$ cat config.mk
export PLATFORM = sky130hd
export DESIGN_NAME = circle_point_engine_flat
export DESIGN_NICKNAME = d
export VERILOG_FILES = /design/src/rtl/circle_point_engine_if.sv /design/src/rtl/circle_point_engine.sv /design/src/flat_wrapper.sv
export SDC_FILE = /design/constraint.sdc
export NUM_CORES = 1
export LEC_CHECK = 0
export CAP_MARGIN = 0
export CORE_MARGIN = 1
export CORE_UTILIZATION = 30
export CTS_CLUSTER_SIZE = 24
export DETAILED_ROUTE_END_ITERATION = 10
export GPL_TIMING_DRIVEN = 0
export PLACE_DENSITY = 0.45
export RECOVER_POWER = 100
export SLEW_MARGIN = 40
export SYNTH_ARGS = -nofsm -noshare
export SYNTH_HDL_FRONTEND = slang
export SYNTH_SLANG_ARGS = --single-unit
$ cat constraint.sdc
create_clock -name clock -period 5.6 [get_ports clock]
set_input_delay 1.68 -clock clock [delete_from_list [all_inputs] [get_ports clock]]
set_output_delay 1.68 -clock clock [all_outputs]
set_load 0.05 [all_outputs]
$ cat src/rtl/circle_point_engine_if.sv
// Parameter-source and pixel-sink signals of the circle rasteriser.
// The engine uses the slave modport; the driver/sink side uses master.
interface circle_point_engine_if;
   logic       start;
   logic [7:0] xc;
   logic [6:0] yc;
   logic [7:0] radius;
   logic [2:0] colour;
   logic       plot_ready;
   logic [7:0] plot_x;
   logic [6:0] plot_y;
   logic [2:0] plot_colour;
   logic       plot_valid;
   logic       busy;
   logic       done;

   modport master (output start, xc, yc, radius, colour, plot_ready,
                   input  plot_x, plot_y, plot_colour, plot_valid, busy, done);
   modport slave  (input  start, xc, yc, radius, colour, plot_ready,
                   output plot_x, plot_y, plot_colour, plot_valid, busy, done);
endinterface

$ cat src/rtl/circle_point_engine.sv
// Midpoint circle rasteriser: one on-screen octant point per handshake,
// off-screen points dropped in one cycle each.
module circle_point_engine #(
   parameter int X_MAX = 160,
   parameter int Y_MAX = 120,
   parameter int DW    = 12
) (
   input  logic                  clock,
   input  logic                  resetn,
   circle_point_engine_if.slave  bus
);
   typedef enum logic [2:0] {IDLE, LOAD, PLOT, STEP, DONE} state_t;

   state_t                state, n_state;
   logic [7:0]            xc_r, n_xc, rad_r, n_rad, x, n_x, y, n_y;
   logic [6:0]            yc_r, n_yc;
   logic [2:0]            col_r, n_col, oct, n_oct;
   logic signed [DW-1:0]  d, n_d, xs, ys;
   logic signed [9:0]     cx, cy, ax, ay, px, py, stx, sty;
   logic                  pix_ok;
   logic [7:0]            px_o;
   logic [6:0]            py_o;
   logic                  valid_o, busy_o, done_o;

   always_comb begin
      n_state = state;
      n_xc    = xc_r;
      n_yc    = yc_r;
      n_rad   = rad_r;
      n_col   = col_r;
      n_x     = x;
      n_y     = y;
      n_d     = d;
      n_oct   = oct;
      xs      = DW'(x);
      ys      = DW'(y);
      stx     = $signed({2'b00, x}) + 10'sd1;
      sty     = $signed({2'b00, y}) - (d[DW-1] ? 10'sd0 : 10'sd1);
      unique case (state)
         IDLE: if (bus.start) begin
            n_xc    = bus.xc;
            n_yc    = bus.yc;
            n_rad   = bus.radius;
            n_col   = bus.colour;
            n_state = LOAD;
         end
         LOAD: begin
            n_x     = 8'd0;
            n_y     = rad_r;
            n_d     = DW'(3) - (DW'(rad_r) <<< 1);
            n_oct   = 3'd0;
            n_state = PLOT;
         end
         // A held pixel (valid, not ready) keeps oct and therefore its coordinates
         PLOT: if (!valid_o || bus.plot_ready) begin
            if (oct == 3'd7) n_state = STEP;
            else             n_oct   = oct + 3'd1;
         end
         STEP: begin
            if (d[DW-1]) n_d = d + (xs <<< 2) + DW'(6);
            else begin
               n_d = d + ((xs - ys) <<< 2) + DW'(10);
               n_y = y - 8'd1;
            end
            n_x     = x + 8'd1;
            n_oct   = 3'd0;
            // Signed compare: y may step below zero when radius is 0
            n_state = (stx > sty) ? DONE : PLOT;
         end
         DONE:    n_state = IDLE;
         default: n_state = IDLE;
      endcase
   end

   // Evaluate the point for the next cycle so the pixel outputs are registered
   always_comb begin
      cx = $signed({2'b00, n_xc});
      cy = $signed({3'b000, n_yc});
      ax = $signed({2'b00, n_x});
      ay = $signed({2'b00, n_y});
      unique case (n_oct)
         3'd0: begin px = cx + ax; py = cy + ay; end
         3'd1: begin px = cx - ax; py = cy + ay; end
         3'd2: begin px = cx + ax; py = cy - ay; end
         3'd3: begin px = cx - ax; py = cy - ay; end
         3'd4: begin px = cx + ay; py = cy + ax; end
         3'd5: begin px = cx - ay; py = cy + ax; end
         3'd6: begin px = cx + ay; py = cy - ax; end
         default: begin px = cx - ay; py = cy - ax; end
      endcase
      pix_ok = (n_state == PLOT) && !px[9] && (px < 10'(X_MAX))
                                 && !py[9] && (py < 10'(Y_MAX));
   end

   always_ff @(posedge clock) begin
      if (!resetn) begin
         state   <= IDLE;
         xc_r    <= '0;
         yc_r    <= '0;
         rad_r   <= '0;
         col_r   <= '0;
         x       <= '0;
         y       <= '0;
         d       <= '0;
         oct     <= '0;
         px_o    <= '0;
         py_o    <= '0;
         valid_o <= 1'b0;
         busy_o  <= 1'b0;
         done_o  <= 1'b0;
      end else begin
         state   <= n_state;
         xc_r    <= n_xc;
         yc_r    <= n_yc;
         rad_r   <= n_rad;
         col_r   <= n_col;
         x       <= n_x;
         y       <= n_y;
         d       <= n_d;
         oct     <= n_oct;
         valid_o <= pix_ok;
         busy_o  <= (n_state != IDLE);
         done_o  <= (n_state == DONE);
         if (pix_ok) begin
            px_o <= px[7:0];
            py_o <= py[6:0];
         end
      end
   end

   assign bus.plot_x      = px_o;
   assign bus.plot_y      = py_o;
   assign bus.plot_colour = col_r;
   assign bus.plot_valid  = valid_o;
   assign bus.busy        = busy_o;
   assign bus.done        = done_o;
endmodule
$ cat src/flat_wrapper.sv
// flat-port wrapper written by rule: the top's interface ports become plain ports
module circle_point_engine_flat 
#(
   parameter int X_MAX = 160,
   parameter int Y_MAX = 120,
   parameter int DW    = 12
)
  (clock, resetn, bus_start, bus_xc, bus_yc, bus_radius, bus_colour, bus_plot_ready, bus_plot_x, bus_plot_y, bus_plot_colour, bus_plot_valid, bus_busy, bus_done);
  circle_point_engine_if bus_i ();
  input  logic clock;
  input  logic resetn;
  input wire logic [$bits(bus_i.start)-1:0] bus_start;
  input wire logic [$bits(bus_i.xc)-1:0] bus_xc;
  input wire logic [$bits(bus_i.yc)-1:0] bus_yc;
  input wire logic [$bits(bus_i.radius)-1:0] bus_radius;
  input wire logic [$bits(bus_i.colour)-1:0] bus_colour;
  input wire logic [$bits(bus_i.plot_ready)-1:0] bus_plot_ready;
  output wire logic [$bits(bus_i.plot_x)-1:0] bus_plot_x;
  output wire logic [$bits(bus_i.plot_y)-1:0] bus_plot_y;
  output wire logic [$bits(bus_i.plot_colour)-1:0] bus_plot_colour;
  output wire logic [$bits(bus_i.plot_valid)-1:0] bus_plot_valid;
  output wire logic [$bits(bus_i.busy)-1:0] bus_busy;
  output wire logic [$bits(bus_i.done)-1:0] bus_done;
  assign bus_i.start = bus_start;
  assign bus_i.xc = bus_xc;
  assign bus_i.yc = bus_yc;
  assign bus_i.radius = bus_radius;
  assign bus_i.colour = bus_colour;
  assign bus_i.plot_ready = bus_plot_ready;
  assign bus_plot_x = bus_i.plot_x;
  assign bus_plot_y = bus_i.plot_y;
  assign bus_plot_colour = bus_i.plot_colour;
  assign bus_plot_valid = bus_i.plot_valid;
  assign bus_busy = bus_i.busy;
  assign bus_done = bus_i.done;
  circle_point_engine #(.X_MAX(X_MAX), .Y_MAX(Y_MAX), .DW(DW)) u_core (.clock(clock), .resetn(resetn), .bus(bus_i));
endmodule
==> impl_metrics.yaml <==
route:
  num_vias: 7237
  dr.pass1.iters: 4
  drc: 0
  avgViaCountPerCell: 5.15
  ant_nets: 0
  drt_iter0_drc: 421
  drt-total-wl_mm: 26.1
  wl_per_cell_um: 18.6
timing:
  skew_ns: 0.0174
  period_needed_ns: 5.37
  worst_slew_margin_rel: 0.340
  setup_tns_ns: 0
  worst_pin_slew_ns: 0.990
  setup_viol: 0
  holdWs_ns: 0.456
  fin_crit_sh: 0.960
  fin_ws_ns: 0.226
  slew_viol_final: 0
  final_hold_viol_count: 0
  clock.fmax_mhz: 186
placement:
  portBuffers: 50
  dp_cells: 1361
  post-dp-hpwl_mm: 20.5
  dp_slack_ns: -1.10
  place.gp.congestion: 0.851
grt:
  grt_max_degree: 17
  grt.total_usage: 0.201
  gr-total-overflow: 0
  grt_pass1_wl_mm: 40.0
  grt_pass1_vias: 6889
  antenna_found_initial: 0
layout:
  nFillCells: 2708
  syn2layout_area_growth_pct: 21.2
  layout.cells.non_filler: 1405
  multi_input_comb_area_mm2: 0.00586
  drive_gt1_frac: 0.121
  layout_common_cells: "137 x nand2_1, 103 x ha_1, 83 x a21oi_1"
  antenna_cells: 0
  fin_nets: 1213
  final_core_util: 0.372
  regArea_mm2: 0.00154
  final_common_cell: "nand2_1"
die:
  fp.coreArea_mm2: 0.0253
  die-area_mm2: 0.0265
  initial_utilization: 0.307
  num_io_pins: 51
  die_y_um: 163
  row_count: 58
  dieWidth_um: 163
clock_network:
  clk_latency_ns: 0.36
  cts.htree.levels: 3
  clk_pin_slew_ns: 0.07
  cts_tree: "built"
  cts_buffers: 9
  cts_hold_buffers: 0
  clk_path_buf_depth: 2
  cts.sinks: 77
  cts_root_buffer: "clkbuf_16"
synth:
  syn-cell-area_mm2: 0.00775
  syn_inst: 980
  synthArstFlopShare: 0
  synthFlopType: "dfxtp_1"
  synth_nets: 1123
  yosysSeqAreaShare: 0.199
  ys_seq_elements: 77
  synth_edf_count: 0
  yosys_warnings: 0
  syn_area_per_cell_um2: 7.91
  yosysUniqueCellTypes: 96
setup_path:
  cp_slowest_cell: "clkdlybuf4s50_1"
  critPathKind: "in2reg"
  crit_fanout: 9
  crit_required_ns: 5.82
  slowest_delay_ns: 0.53
  path_cells: "clkdlybuf4s50_1, and3_4, mux2i_4, ha_1, inv_1, fa_1, a211oi_1, o21ai_0, a31o_2, a2111oi_1, a21oi_1, nand4bb_1, nor2_1, and3b_1, buf_6, clkbuf_16, mux2i_1"
  endpoint_kind: "register"
  worst_setup_path_start_kind: "primary input"
  worstPathArrival_ns: 5.60
pwr:
  p_int_mw: 1.44
  leakage_nw: 4.08
  pwr-share-clk: 0.297
  ir_drop_v: 0.000160
  swShare: 0.396
  net-switching-power_uw: 944
  combPwrFrac: 0.447
  pwr-share-seq: 0.256
  power.density_mw_per_mm2: 253
flow_run:
  cap_violations: 0
outcome:
  outcome: "complete, no violations"
worst_hold_path:
  min_path_type: "reg2reg"
routing by layer:
layer	share of wire	vias up	global-route usage	wire [um]
li1	-	3698	-	-
met1	0.50	3390	0.278	13200
met2	0.44	126	0.316	11400
met3	0.041	23	0.0387	1070
met4	0.019	0	0.0531	499
met5	0	-	0	0
final timing paths:
path	startpoint	end	slack, ns	depth (start not counted)
setup reg to reg	u_core.d[11]$_SDFFE_PN0N_	u_core.bus.plot_x[4]$_SDFFE_PN0P_	0.36	19
hold reg to reg	u_core.bus.plot_y[2]$_SDFFE_PN0P_	u_core.bus.plot_y[2]$_SDFFE_PN0P_	0.46	2
setup / recovery	bus_start	u_core.bus.plot_x[4]$_SDFFE_PN0P_	0.23	17
hold / removal	u_core.bus.plot_y[2]$_SDFFE_PN0P_	u_core.bus.plot_y[2]$_SDFFE_PN0P_	0.46	2
timing repair:
action | 4_1_cts | 5_1_grt
gates cloned | 0 | 1
pin swaps | 7 | 12
setup buffers | 9 | 18
hold endpoints to repair | 0 | 0
resized for setup | 18 | 30
setup endpoints to repair | 16 | 16
registers in the layout (all words and copies together), names as in the netlist, 7 cells and up:
| register | cells |
|---|---|
| u_core.d | 11 |
| u_core.bus.plot_x | 8 |
| u_core.rad_r | 8 |
| u_core.x | 8 |
| u_core.xc_r | 8 |
| u_core.y | 8 |
| u_core.bus.plot_y | 7 |
| u_core.yc_r | 7 |
power by group through the flow:
stage / registers (mW) / clock network, mW / logic [mW]
after global routing: 0.615 / 0.741 / 1.17
after detailed placement: 0.622 / 0 / 1.00
after floorplan: 0.656 / 0 / 0.706
after global placement: 0.622 / 0 / 1.01
after CTS: 0.610 / 0.722 / 1.03
final: 0.609 / 0.708 / 1.06
critical path: cells and delay by family:
family | cells | cell delay (ns)
compound gates | 5 | 1.26
fa+ha+maj | 2 | 0.62
simple gates | 4 | 0.75
mux | 2 | 0.40
buf+inv | 4 | 0.89
layout make-up:
| cell class | instances | share of cell area |
|---|---|---|
| Multi-Input combinational cell | 805 | 0.624 |
| Sequential cell | 77 | 0.164 |
| Timing Repair Buffer | 80 | 0.0784 |
| Tap cell | 330 | 0.0439 |
| Buffer | 42 | 0.0313 |
| Clock buffer | 9 | 0.0240 |
| Inverter | 55 | 0.0220 |
| Clock inverter | 7 | 0.0121 |
cells in the mapped netlist (7+ instances only):
master,count,area (um^2)
xnor2_1,37,324
nor2_1,84,315
o21ai_0,42,210
fa_1,9,180
a21oi_1,88,440
dfxtp_1,77,1540
o21a_1,7,52.6
nand2b_1,13,81.3
a21o_1,12,90.1
mux2i_1,28,280
xor2_1,16,140
nand2_1,139,522
and3_1,10,62.6
nand3_1,15,75.1
nor3_1,20,100
inv_1,53,199
clkbuf_1,19,71.3
a211oi_1,12,90.1
a31oi_1,10,62.6
ha_1,104,1300
o211ai_1,15,113
nor2b_1,15,93.8
logic make-up (layout without fill, tap and decap cells):
family	Yosys count	in the layout	synth area share
adder cells (fa/ha/maj)	113	113	0.191
XOR/XNOR	54	54	0.0620
buffers and inverters	98	193	0.0631
AND/OR/NAND/NOR	346	346	0.215
AO/OA/AOI/OAI	262	262	0.230
multiplexers	30	30	0.0394
flip-flops	77	77	0.199
stage by stage:
| stage | cell area [um^2] | total power [mW] |
|---|---|---|
| floorplan | 7750 | 1.36 |
| global placement | 8660 | 1.63 |
| detailed placement | 8690 | 1.63 |
| CTS | 9160 | 2.36 |
| global route | 9400 | 2.52 |
| finish | 9400 | 2.38 |
Note: power is estimated with default switching activity, not from simulation.
